<file path="src/rtl/cpu_pkg.sv">
// ----------------------------------------------------------------------------
// cpu_pkg
//   Shared execute-stage definitions: the machine word width and the word
//   type used by the datapath units. Word bits are numbered [0:WIDTH-1],
//   so bit 0 is the MSB.
// ----------------------------------------------------------------------------
package cpu_pkg;

    localparam int WORD_WIDTH = 24;

    typedef logic [0:WORD_WIDTH-1] word_t;

    // True when every bit of a word is clear.
    function automatic logic word_is_zero(input word_t w);
        return (w == {WORD_WIDTH{1'b0}});
    endfunction

endpackage

</file>
<file path="src/rtl/and_op_if.sv">
// ----------------------------------------------------------------------------
// and_op_if
//   Operand/result bundle for the logical AND unit.
//   master : producer side (drives operands, receives result)
//   slave  : the and_op unit (receives operands, drives result)
//   Signals:
//     in_valid          operands qualify this cycle
//     a, b              operands, [0:WIDTH-1] ordering
//     cmp_b             use ~b in place of b
//     neg_res           invert the final result (NAND form)
//     out_valid         y/zero hold a result from an in_valid cycle
//     y                 registered result
//     zero              registered, 1 when y == 0
// ----------------------------------------------------------------------------
interface and_op_if
    import cpu_pkg::*;
#(
    parameter int WIDTH = WORD_WIDTH
) ();

    logic               in_valid;
    logic [0:WIDTH-1]   a;
    logic [0:WIDTH-1]   b;
    logic               cmp_b;
    logic               neg_res;
    logic               out_valid;
    logic [0:WIDTH-1]   y;
    logic               zero;

    modport master (
        output in_valid, a, b, cmp_b, neg_res,
        input  out_valid, y, zero
    );

    modport slave (
        input  in_valid, a, b, cmp_b, neg_res,
        output out_valid, y, zero
    );

endinterface

</file>
<file path="src/rtl/and_op_core.sv">
// ----------------------------------------------------------------------------
// and_op_core
//   Combinational core of the logical AND unit.
//     t = a & (cmp_b ? ~b : b)
//     r = neg_res ? ~t : t
//   Purely bitwise: bit i of r depends only on bit i of the inputs.
//   Ports:
//     a, b      in   WIDTH  operands
//     cmp_b     in   1      complement b before the AND
//     neg_res   in   1      complement the result
//     r         out  WIDTH  result
//     r_zero    out  1      1 when r == 0
// ----------------------------------------------------------------------------
module and_op_core
    import cpu_pkg::*;
#(
    parameter int WIDTH = WORD_WIDTH
) (
    input  logic [0:WIDTH-1] a,
    input  logic [0:WIDTH-1] b,
    input  logic             cmp_b,
    input  logic             neg_res,
    output logic [0:WIDTH-1] r,
    output logic             r_zero
);

    logic [0:WIDTH-1] b_sel;
    logic [0:WIDTH-1] t;

    // Operand select, AND, optional result inversion and zero detect.
    always_comb begin
        b_sel  = {WIDTH{1'b0}};
        t      = {WIDTH{1'b0}};
        r      = {WIDTH{1'b0}};
        r_zero = 1'b1;

        if (cmp_b) begin
            b_sel = ~b;
        end else begin
            b_sel = b;
        end

        t = a & b_sel;

        if (neg_res) begin
            r = ~t;
        end else begin
            r = t;
        end

        r_zero = (r == {WIDTH{1'b0}});
    end

endmodule

</file>
<file path="src/rtl/and_op.sv">
// ----------------------------------------------------------------------------
// and_op
//   Registered WIDTH-bit bitwise AND unit (AND / AND-complement / NAND) for
//   the execute stage's logical path. One cycle of latency, no backpressure:
//   every in_valid cycle produces a result on the following edge.
//   Ports:
//     clk     in   1   rising-edge clock
//     rst_n   in   1   asynchronous active-low reset (y=0, zero=1, out_valid=0)
//     bus     slave modport of and_op_if (operands in, result out)
// ----------------------------------------------------------------------------
module and_op
    import cpu_pkg::*;
#(
    parameter int WIDTH = WORD_WIDTH
) (
    input  logic     clk,
    input  logic     rst_n,
    and_op_if.slave  bus
);

    logic [0:WIDTH-1] r;
    logic             r_zero;

    logic [0:WIDTH-1] y_q;
    logic             zero_q;
    logic             valid_q;

    and_op_core #(
        .WIDTH   (WIDTH)
    ) u_core (
        .a       (bus.a),
        .b       (bus.b),
        .cmp_b   (bus.cmp_b),
        .neg_res (bus.neg_res),
        .r       (r),
        .r_zero  (r_zero)
    );

    // Result register: y/zero only load on in_valid cycles, so operands
    // (including X) seen while in_valid is low never reach the outputs.
    always_ff @(posedge clk or negedge rst_n) begin
        if (!rst_n) begin
            y_q     <= {WIDTH{1'b0}};
            zero_q  <= 1'b1;
            valid_q <= 1'b0;
        end else if (bus.in_valid) begin
            y_q     <= r;
            zero_q  <= r_zero;
            valid_q <= 1'b1;
        end else begin
            y_q     <= y_q;
            zero_q  <= zero_q;
            valid_q <= 1'b0;
        end
    end

    assign bus.y         = y_q;
    assign bus.zero      = zero_q;
    assign bus.out_valid = valid_q;

endmodule

</file>
<file path="src/flat_wrapper.sv">
// flat-port wrapper written by rule: the top's interface ports become plain ports
module and_op_flat import cpu_pkg::*;
#(
    parameter int WIDTH = WORD_WIDTH
)
  (clk, rst_n, bus_in_valid, bus_a, bus_b, bus_cmp_b, bus_neg_res, bus_out_valid, bus_y, bus_zero);
  and_op_if #(.WIDTH(WIDTH)) bus_i ();
  input  logic clk;
  input  logic rst_n;
  input wire logic [$bits(bus_i.in_valid)-1:0] bus_in_valid;
  input wire logic [$bits(bus_i.a)-1:0] bus_a;
  input wire logic [$bits(bus_i.b)-1:0] bus_b;
  input wire logic [$bits(bus_i.cmp_b)-1:0] bus_cmp_b;
  input wire logic [$bits(bus_i.neg_res)-1:0] bus_neg_res;
  output wire logic [$bits(bus_i.out_valid)-1:0] bus_out_valid;
  output wire logic [$bits(bus_i.y)-1:0] bus_y;
  output wire logic [$bits(bus_i.zero)-1:0] bus_zero;
  assign bus_i.in_valid = bus_in_valid;
  assign bus_i.a = bus_a;
  assign bus_i.b = bus_b;
  assign bus_i.cmp_b = bus_cmp_b;
  assign bus_i.neg_res = bus_neg_res;
  assign bus_out_valid = bus_i.out_valid;
  assign bus_y = bus_i.y;
  assign bus_zero = bus_i.zero;
  and_op #(.WIDTH(WIDTH)) u_core (.clk(clk), .rst_n(rst_n), .bus(bus_i));
endmodule
</file>
<file path="config.mk">
export PLATFORM = sky130hd
export DESIGN_NAME = and_op_flat
export DESIGN_NICKNAME = d
export VERILOG_FILES = /design/src/rtl/cpu_pkg.sv /design/src/rtl/and_op_if.sv /design/src/rtl/and_op_core.sv /design/src/rtl/and_op.sv /design/src/flat_wrapper.sv
export SDC_FILE = /design/constraint.sdc
export NUM_CORES = 1
export LEC_CHECK = 0
export ABC_AREA = 1
export BUFFER_PORTS_ARGS = -buffer_cell sky130_fd_sc_hd__buf_2
export CORE_MARGIN = 3
export CORE_UTILIZATION = 25
export DETAILED_ROUTE_END_ITERATION = 6
export HOLD_SLACK_MARGIN = 0.03
export PLACE_DENSITY_LB_ADDON = 0.15
export SLEW_MARGIN = 0
export SYNTH_ARGS = -nofsm -noshare
export SYNTH_HDL_FRONTEND = slang
export SYNTH_SLANG_ARGS = --single-unit
export TNS_END_PERCENT = 20
</file>
<file path="constraint.sdc">
create_clock -name clk -period 0.8 [get_ports clk]
set_clock_uncertainty 0.05 [all_clocks]
set_input_delay 0.16 -clock clk [delete_from_list [all_inputs] [get_ports clk]]
set_output_delay 0.16 -clock clk [all_outputs]
set_load 0.02 [all_outputs]
</file>
Yosys cells after proc, flatten, opt, wreduce, memory -nomap -nowiden
Cells that the tools add are included.
Cells by class
  mux-type cells: 3
  bitwise operators: 3
  reductions and logical operators: 1
Operators by type and width (number)
  $mux W24: 2
  $not A24 Y24: 2
  $and A24 B24 Y24: 1
  $logic_not A24 Y1: 1
  $mux W1: 1
Storage, ports and cells
  flip-flop bits (word level): 26
  input port bits: 53
  output and inout port bits: 26

Depth between registers and ports, before layout
  depth after elaboration: 6
  gate-level depth with buffers: 12
  depth with buffers taken out: 11

By module
From an unflattened synthesis, not the netlist that was laid out.
Unflattened totals
  cell total of the unflattened synthesis: 299
  area total of the unflattened synthesis: 1945.6 um^2
Modules (own cells, without submodules)
  and_op: times used 1, cells an instance 107, area an instance 991.0 um^2, seq. area each 651.9 um^2
  and_op_core: times used 1, cells an instance 192, area an instance 954.7 um^2, seq. area each 0.0 um^2

Worst setup path after synthesis
No wires, ideal clock.
  kind: input port to flip-flop
  start point: input bus_cmp_b
  end point: register u_core.zero_q (netlist: u_core.bus.zero)
  setup time: 0.061 ns
  arrival time: 1.003 ns
  required time: 0.689 ns
  setup slack: -0.314 ns
  cell stages on the path: 10
  cell sequence: buf_6 buf_12 nand2_1 nand3_1 xor2_1 nor2_1 nand2_1 nor2_1 nand2_1 nand2_1
Between the ends
  word-level cells in the longest chain between the ends: 5
RTL lines
  start, declared: RTL line flat_wrapper.sv:13  | input wire logic [$bits(bus_i.cmp_b)-1:0] bus_cmp_b;
  $mux W24 *: RTL line and_op_core.sv:37  | if (cmp_b) begin
  $and A24 B24 Y24 *: RTL line and_op_core.sv:43  | t = a & b_sel;
  $not A24 Y24: RTL line and_op_core.sv:46  | r = ~t;
  $mux W24 *: RTL line and_op_core.sv:45  | if (neg_res) begin
  $logic_not A24 Y1 *: RTL line and_op_core.sv:51  | r_zero = (r == {WIDTH{1'b0}});
  end signal, assigned: RTL line and_op.sv:48  | zero_q <= r_zero;
  end signal, assigned: RTL line and_op.sv:52  | zero_q <= zero_q;
  end, declared: RTL line and_op.sv:25  | logic zero_q;
Mark *: on every way between the ends. The rest lies on a longest branch, timed or not.
A chain may end at the register's enable or synchronous reset.

Worst setup path after layout
  start point: register u_core.zero_q (netlist: u_core.bus.zero)
  end point: output bus_zero
RTL lines
  end, declared: RTL line flat_wrapper.sv:17  | output wire logic [$bits(bus_i.zero)-1:0] bus_zero;
No word-level cell between the ends.

==> key figures <==
Pwr
  • Power density over cell area: 1390 nW/um2
  • Sw power: around 1.4 mW
  • Comb power frac: 0.394
  • Max IR drop VDD: 0.466 mV
  • Clock Power Share: 0.254
  • LEAKAGE: between 1.5 and 2 nW
  • Total Power: about 4.4 mW
  • Sequential power share: 0.352
  • Power Internal: approximately 3.0 mW
  • Sw Ratio: 0.325

Global routing
  • First-pass GRT wire length: 10,100 um
  • GRT Overall Usage: 0.150
  • Initial antenna violation count: 0
  • Vias in the first global route: 2,075
  • Total global routing overflow: 0
  • Largest net degree at the start of global routing: 28

STA
  • RSZ-0062 raised after global routing: true
  • Count of final setup violators: 43
  • Hold slack: around 0.16 ns
  • Fmax: 0.857 GHz
  • Worst slew margin: 0.829
  • Worst-Margin Slew: 0.256 ns
  • Final Cycle Share: 1.46
  • Final Max Slew Viols: 0
  • Hold Fails Final Rpt: 0
  • Final setup margin: -0.367 ns
  • Post-layout min period: 1.17 ns

Logic synthesis
  • Syn Nets: around 330
  • Flops & latches, synth: 26
  • Area fraction of the dominant cell type after synthesis: 0.343
  • Post-Syn Instances: between 200 and 300
  • Area contributors post-synth: dfrtp_1 (34%), nand2_1 (22%), nand4_1 (7.5%)
  • Seq/Total Area, Yosys: 0.357
  • Yosys warning count: 0
  • Netlist cell types: 21
  • Synthesized area: between 1500 and 2000 um2
  • Syn Area/Cell: 6.64 um2
  • Largest area contributor in the netlist: dfrtp_1

Cells and area
  • Flip-flop and latch area: between 600 and 700 um2
  • Leading cell type in the layout, fill and taps excluded: nand2_1
  • Most frequent cells in the layout: nand2_1 (84), buf_2 (62), buf_4 (40), nand2_2 (28), dfrtp_1 (25)
  • Multi-input gate area: about 1200 um2
  • Number of fill cells in the layout: about 740
  • Share of layout cells above drive strength 1: 0.476
  • Antenna diodes: 0
  • Layout Nets: around 450
  • Post-Layout Cell Count: between 400 and 500
  • Layout area overhead: 73.5%

Placed design
  • DP Worst Slack: -0.654 ns
  • IO Port Bufs: about 80
  • Placer Congestion: between 0.7 and 0.8
  • DP HPWL: roughly 4600 um
  • Inst Count DP: 471

CTS
  • Clk sinks: 26
  • Clock Pin Slew Worst Setup and Hold Paths: roughly 0.10 ns
  • H-Tree Depth: 1
  • Clock Latency Late Sink: 0.27 ns
  • Clk Tree Root Cell: clkbuf_8
  • CTS buffer count: 3
  • CTS tree: done
  • Clock Tree Buf Depth: 2

Critical path
  • Req. time, crit path: 0.59 ns
  • Setup CP Type: reg2out
  • Startpoint Class: register
  • CP bufs+invs: 1
  • Crit-path cells: buf_6
  • Slowest-stage cell, CP: dfstp_2
  • Top delay family on crit path: flip-flops
  • Slowest stage delay, CP: 0.56 ns
  • Setup crit end kind: output port
  • CP Max Fanout: 2
  • CP Data Arrival Time: roughly 0.96 ns

Routing
  • Via/cell ratio: between 4 and 5
  • Routed Antenna Nets: 0
  • Post-route DRC: 0
  • TritonRoute pass-1 iters: 6
  • Initial DRC Count: between 60 and 70
  • Detailed-route via count: 2,215
  • Post-Route WL: around 6400 um
  • DR WL/cell: 13.0 um

Status
  • Outcome: finished with violations
  • Failing checks: negative setup slack

Floorplanning
  • Core Box Area: around 6900 um2
  • Ports: a little under 80
  • Std-Cell Rows: 30
  • DIE AREA: between 8000 and 9000 um2
  • Die H: 91.5 um
  • Starting density of the core: 0.263
  • Die Wd: slightly above 90 um

Hold path
  • HP Class: in2reg

Flow run
  • Max Cap Viol: 0
[cell families (layout without fill, tap and decap cells)]
family / Yosys count / after routing / share of synthesized area
flip-flops: 26 / 26 / 0.357
XOR/XNOR: 2 / 2 / 0.00960
AO/OA/AOI/OAI: 22 / 22 / 0.0679
buffers and inverters: 36 / 158 / 0.0973
AND/OR/NAND/NOR: 189 / 189 / 0.468
[metal layers]
layer  vias up  global-route usage  wire length (um)
met1      1021               0.206              3010
met3         4              0.0133               241
li1       1140                   -                 -
met4         0              0.0339                48
met5         -                   0                 0
met2        50               0.253              3110
[layout make-up]
class	count	area share
multi-input combinational	213	0.364
inverter	23	0.0304
clock inverter	1	0.00948
sequential	26	0.206
tap	96	0.0379
clock buffer	3	0.0130
timing repair buffer	131	0.339
[cell usage after synthesis, drive strengths merged]
library cell  count
nand2           117
nand3            26
dfrtp            25
inv              22
nand4            22
nor2             20
o21ai            12
a31oi             9
buf               8
clkbuf            5
or2               4
xor2              2
clkinv            1
dfstp             1
o21a              1
[final timing paths]
check	start	endpoint	slack, ns	depth (start not counted)
max	u_core.bus.zero	bus_zero	-0.37	1
min	bus_a[2]	u_core.bus.y[21]	0.16	3
max reg2reg	u_core.bus.y[21]	u_core.bus.y[21]	-0.03	3
min reg2reg	u_core.bus.zero	u_core.bus.zero	0.44	2
max in group asynchronous	rst_n	u_core.bus.y[20]	0.08	3
min in group asynchronous	rst_n	u_core.bus.y[13]	0.23	2
[repair_timing]
item,CTS,global route
setup endpoints to repair,46,48
gates cloned,3,2
hold endpoints to repair,26,0
hold buffers,1,0
pin swaps,10,5
buffers inserted,6,6
resized for setup,47,42
[stage by stage]
step	utilization	instance area, um2	TNS, ns
floorplan	-	1860	-1.90
global placement	0.376	2610	-8.61
detailed placement	0.376	2610	-9.09
CTS	0.426	2960	-7.27
global route	0.456	3170	-8.71
finish	0.456	3170	-6.97
[state kept, by name, summed over array words and instances, names as in the netlist]
signal / count
u_core.bus.out_valid: 1
u_core.bus.y: 24
u_core.bus.zero: 1
[power groups by stage]
stage / combinational, mW / clock (mW) / sequential [mW]
detailed placement: 1.36 / 0 / 1.56
global route: 1.90 / 1.20 / 1.57
finish: 1.74 / 1.12 / 1.55
CTS: 1.57 / 1.16 / 1.55
global placement: 1.34 / 0 / 1.56
floorplan: 0.526 / 0 / 1.74
No activity file was read; power rests on OpenSTA's default activity.
